[src/rtl/bank_htu_req_queue.sv]
`default_nettype none
// ============================================================================
// Module   : bank_htu_req_queue
// Brief    : FIFO between the crossbar and the bank hit-test unit. It tracks
//            occupancy per channel and latches a flag on an illegal channel id.
// Revision : 1.0  initial release
// ============================================================================
module bank_htu_req_queue #(
    parameter int DEPTH = 4
) (
    input  logic                          clk_i,
    input  logic                          rst_i,
    input  logic                          xbar_bank_htu_valid_i,
    output logic                          xbar_bank_htu_allowIn_o,
    input  logic [1:0]                    xbar_bank_htu_ch_id_i,
    input  logic [1:0]                    xbar_bank_htu_opcode_i,
    input  logic [31:4]                   xbar_bank_htu_addr_i,
    input  logic [7:0]                    xbar_bank_htu_wbuffer_id_i,
    output logic                          htu_req_valid_o,
    input  logic                          htu_req_ready_i,
    output logic [1:0]                    htu_req_ch_id_o,
    output logic [1:0]                    htu_req_opcode_o,
    output logic [31:4]                   htu_req_addr_o,
    output logic [7:0]                    htu_req_wbuffer_id_o,
    output logic [$clog2(DEPTH):0]        htu_q_count_o,
    output logic [3*($clog2(DEPTH)+1)-1:0] htu_q_ch_cnt_o,
    output logic                          htu_q_err_o
);

    localparam int AW = $clog2(DEPTH);
    localparam int CW = AW + 1;
    localparam logic [CW-1:0] FULL = CW'(DEPTH);

    logic [1:0]    ch_mem   [DEPTH];
    logic [1:0]    op_mem   [DEPTH];
    logic [31:4]   addr_mem [DEPTH];
    logic [7:0]    wbid_mem [DEPTH];

    logic [AW-1:0] wptr_q, wptr_d;
    logic [AW-1:0] rptr_q, rptr_d;
    logic [CW-1:0] count_q, count_d;
    logic          err_q, err_d;
    logic          push, pop;

    // Handshake flags depend on registered occupancy only; no bypass paths.
    assign xbar_bank_htu_allowIn_o = (count_q != FULL);
    assign htu_req_valid_o         = (count_q != '0);
    assign push = xbar_bank_htu_valid_i & xbar_bank_htu_allowIn_o;
    assign pop  = htu_req_valid_o & htu_req_ready_i;

    assign htu_req_ch_id_o      = ch_mem[rptr_q];
    assign htu_req_opcode_o     = op_mem[rptr_q];
    assign htu_req_addr_o       = addr_mem[rptr_q];
    assign htu_req_wbuffer_id_o = wbid_mem[rptr_q];
    assign htu_q_count_o        = count_q;
    assign htu_q_err_o          = err_q;

    always_comb begin
        wptr_d  = wptr_q;
        rptr_d  = rptr_q;
        count_d = count_q;
        err_d   = err_q;
        if (push) begin
            wptr_d = wptr_q + 1'b1;
        end
        if (pop) begin
            rptr_d = rptr_q + 1'b1;
        end
        case ({push, pop})
            2'b10:   count_d = count_q + 1'b1;
            2'b01:   count_d = count_q - 1'b1;
            default: count_d = count_q;
        endcase
        if (push && (xbar_bank_htu_ch_id_i == 2'd3)) begin
            err_d = 1'b1;
        end
    end

    always_ff @(posedge clk_i) begin
        if (rst_i) begin
            wptr_q  <= '0;
            rptr_q  <= '0;
            count_q <= '0;
            err_q   <= 1'b0;
        end else begin
            wptr_q  <= wptr_d;
            rptr_q  <= rptr_d;
            count_q <= count_d;
            err_q   <= err_d;
        end
    end

    always_ff @(posedge clk_i) begin
        if (push && !rst_i) begin
            ch_mem[wptr_q]   <= xbar_bank_htu_ch_id_i;
            op_mem[wptr_q]   <= xbar_bank_htu_opcode_i;
            addr_mem[wptr_q] <= xbar_bank_htu_addr_i;
            wbid_mem[wptr_q] <= xbar_bank_htu_wbuffer_id_i;
        end
    end

    // Channel 3 is illegal: it never matches a counter here, so those entries
    // flow through the queue without touching per-channel occupancy.
    for (genvar n = 0; n < 3; n++) begin : g_ch
        logic [CW-1:0] cnt_q, cnt_d;
        logic          inc, dec;

        assign inc = push && (xbar_bank_htu_ch_id_i == 2'(n));
        assign dec = pop  && (htu_req_ch_id_o == 2'(n));

        always_comb begin
            cnt_d = cnt_q;
            case ({inc, dec})
                2'b10:   cnt_d = cnt_q + 1'b1;
                2'b01:   cnt_d = cnt_q - 1'b1;
                default: cnt_d = cnt_q;
            endcase
        end

        always_ff @(posedge clk_i) begin
            if (rst_i) begin
                cnt_q <= '0;
            end else begin
                cnt_q <= cnt_d;
            end
        end

        assign htu_q_ch_cnt_o[n*CW +: CW] = cnt_q;
    end

endmodule
`default_nettype wire

[config.mk]
export PLATFORM = sky130hd
export DESIGN_NAME = bank_htu_req_queue
export DESIGN_NICKNAME = d
export VERILOG_FILES = /design/src/rtl/bank_htu_req_queue.sv
export SDC_FILE = /design/constraint.sdc
export NUM_CORES = 1
export LEC_CHECK = 0
export ABC_AREA = 1
export CORE_UTILIZATION = 55
export DETAILED_ROUTE_END_ITERATION = 12
export DONT_BUFFER_PORTS = 1
export HOLD_SLACK_MARGIN = 0.1
export PLACE_DENSITY = 0.7
export REMOVE_ABC_BUFFERS = 1
export SLEW_MARGIN = 10
export SYNTH_ARGS = -nofsm -noshare
export SYNTH_HDL_FRONTEND = slang
export SYNTH_SLANG_ARGS = --single-unit
[constraint.sdc]
create_clock -name clk_i -period 4.5 [get_ports clk_i]
set_clock_uncertainty 0.05 [all_clocks]
set_input_delay 0.45 -clock clk_i [delete_from_list [all_inputs] [get_ports clk_i]]
set_output_delay 0.45 -clock clk_i [all_outputs]
set_load 0.02 [all_outputs]
==> impl_metrics.csv <==
group,metric,value,unit
run_status,outcome,"complete, no violations",
floorplan,num_rows,40,
floorplan,die_w,115,um
route,drcViolationCount,0,
route,ant_nets,0,
worst_setup_path,startpoint_type,"register",
sta,fin_tns_setup,0,ns
worst_setup_path,endpoint_kind,"primary output",
place,dpl-instance-area,0.00712,sq mm
place,dp_cells,682,
clock_tree,cts_tree,"yes",
cells_and_area,syn2layout_area_growth,15.8,%
global_routing,grt_pass1_wl,21500,um
run,drv_cap,0,
cells_and_area,nFillCells,881,
cells_and_area,register_area,0.00519,sq mm
yosys,yosysSeqAreaShare,73.9,%
floorplan,dieArea,0.0132,sq mm
yosys,synth_edf_count,160,
clock_tree,cts.sinks,179,
global_routing,grt_usage,22.1,%
route,wirelength,13800,um
cells_and_area,layout.nets,633,
floorplan,ioPinCount,99,
yosys,yosysTopAreaCell,"edfxtp_1",
cells_and_area,design_area,0.00813,sq mm
clock_tree,cts_buffer_depth,2,
place,hpwl,7740,um
clock_tree,root_buffer,"clkbuf_16",
yosys,yosysWarnings,0,
clock_tree,htree_levels,4,
yosys,syn_area,0.00702,sq mm
place,io_buffers,0,
yosys,syn_inst,538,
worst_setup_path,required,4.00,ns
global_routing,first_global_vias,4116,
clock_tree,clock_latency,0.42,ns
worst_setup_path,worst-path-max-fanout,41,
worst_setup_path,crit_type,"register to primary output",
cells_and_area,stdcell_count,758,
global_routing,antenna_found_initial,0,
cells_and_area,drive_above_1_share,7.97,%
global_routing,grt_max_degree,81,
clock_tree,path_clk_slew,0.06,ns
power_and_ir_drop,power_leakage,2.81,nW
sta,tightest_slew,1.20,ns
cells_and_area,antenna_cells,0,
floorplan,die_h,115,um
floorplan,core_area,0.0122,sq mm
min_path,hp-class,"primary input to register",
power_and_ir_drop,power_density,537,mW/mm^2
sta,min_period_over_period,62.9,%
yosys,synth_top_area_share,68.5,%
route,vias,4220,
cells_and_area,multi_input_area,0.00158,sq mm
clock_tree,cts_buffers,17,
yosys,async_reset_ff_share,0,%
yosys,netlist_top_cells_area,"edfxtp_1 (68%), o21ai_0 (5.8%), dfxtp_1 (5.4%), nor2_1 (5.4%), o22ai_1 (3.4%)",
place,place.gp.congestion,0.783,
sta,rsz0062_at_grt,"no",
yosys,synth_top_flop_cell,"edfxtp_1",
power_and_ir_drop,ir_worst_vdd,0.339,mV
sta,setup_violations,0,
route,wire_per_inst,18.2,um
sta,hold_viol,0,
route,drt-initial-drc-count,488,
global_routing,grt_overflow,0,
sta,fin_crit,2.83,ns
route,vias_per_cell,5.57,
sta,maxSlewViolCount,0,
worst_setup_path,cp.arrival,2.33,ns
route,first_pass_iters,5,
yosys,ys_ff_latch,179,
yosys,yosysUniqueCellTypes,26,
yosys,syn_avg_cell_area,13.0,sq um
sta,maxSlewHeadroom,20.1,%
sta,fmax,353,MHz
floorplan,start_util,57.5,%
power_and_ir_drop,finalPower,0.00436,W
-- cells in the mapped netlist (4+ instances only) --
| cell | n |
|---|---|
| ha_1 | 8 |
| nand2_1 | 33 |
| dfxtp_1 | 19 |
| nand3_1 | 11 |
| inv_2 | 4 |
| inv_1 | 28 |
| buf_4 | 4 |
| nand2_2 | 4 |
| o22ai_1 | 38 |
| buf_6 | 4 |
| edfxtp_1 | 160 |
| nor2_1 | 101 |
| fa_1 | 4 |
| o21ai_0 | 82 |
| clkbuf_1 | 6 |
| buf_2 | 9 |
| a21oi_1 | 5 |
-- path summary, 6_finish.rpt --
kind / depth (start not counted) / slack (ns) / end / start
worst min-delay path: 2 / 0.15 / htu_q_err_o / xbar_bank_htu_valid_i
worst min register to register: 2 / 0.47 / wptr_q[1] / wptr_q[1]
worst max-delay path: 4 / 1.67 / htu_req_wbuffer_id_o[3] / register
worst max register to register: 12 / 1.77 / g_ch[0].cnt_q[2] / register
-- worst max-delay path, stage by stage (launching register included) --
cell and delay (ns):
dfxtp_1 0.30, buf_4 0.25, inv_2 0.55, o21ai_0 0.28, o22ai_1 0.51
-- report_power, final --
| group | internal, W | switching, W |
|---|---|---|
| clock | 0.000784 | 0.000558 |
| sequential | 0.00193 | 0.000103 |
| combinational | 0.000242 | 0.000747 |
-- placed cells by master, fill, tap and decap left out, types with 3 or more instances in the layout --
cell type      instances
a31oi_1                3
o21ai_0               82
nand2_2                4
nand4_1                3
dfxtp_1               18
nand2_1               33
ha_1                   8
clkinv_2               4
o22ai_1               38
inv_1                 28
dlygate4sd3_1         41
nor2_1                97
inv_2                  4
nand3_1               11
fa_1                   4
clkbuf_1               6
a21oi_1                5
clkbuf_16             17
nor2_4                 5
edfxtp_1             160
-- timing repair --
item                                    CTS  global route
endpoints found under the setup margin    0             0
buffers inserted                          0             0
hold endpoints to repair                165             0
hold buffers                             41             0
gates resized for setup                   0             0
-- kinds of logic (layout without fill, tap and decap cells) --
group	count (synthesis)	count (layout)	synth area share [%]
xor+xnor	2	2	0.250
flops	179	179	73.9
buf+inv	59	111	4.05
compound gates	129	129	10.1
fa+ha+maj	12	12	2.57
simple gates	157	157	9.13
-- registers in the layout, indices dropped and copies added, names as in the netlist, named ones only --
signal,count
addr_mem,112
wbid_mem,32
g_ch.cnt_q,9
ch_mem,8
op_mem,8
htu_q_count_o,3
rptr_q,2
wptr_q,2
htu_q_err_o,1
-- stage by stage --
stage / util, % / setup WS (ns) / hold WS [ns]
final: 66.6 / 1.67 / 0.150
after detailed placement: 58.3 / 1.78 / 0.458
after floorplan: - / 1.03 / 0.409
after CTS: 66.0 / 1.69 / 0.131
after global placement: 58.3 / 1.88 / 0.451
after global routing: 66.6 / 1.53 / 0.149
-- area by class of cell --
class                           instances  area share, %
Tap cell                              168           2.59
Multi-Input combinational cell        300           19.4
Clock inverter                          7          0.708
Sequential cell                       179           63.8
Inverter                               33           1.55
Clock buffer                           25           5.85
Timing Repair Buffer                   46           6.07
-- per-layer routing --
| metal | up-vias | wire length (um) | GRT usage (%) |
|---|---|---|---|
| met5 | - | 0 | 0 |
| met4 | 0 | 256 | 9.26 |
| met3 | 21 | 1110 | 7.85 |
| met2 | 149 | 6820 | 35.2 |
| met1 | 2040 | 5580 | 27.7 |
| li1 | 2010 | - | - |
No activity file was read; power rests on OpenSTA's default activity.
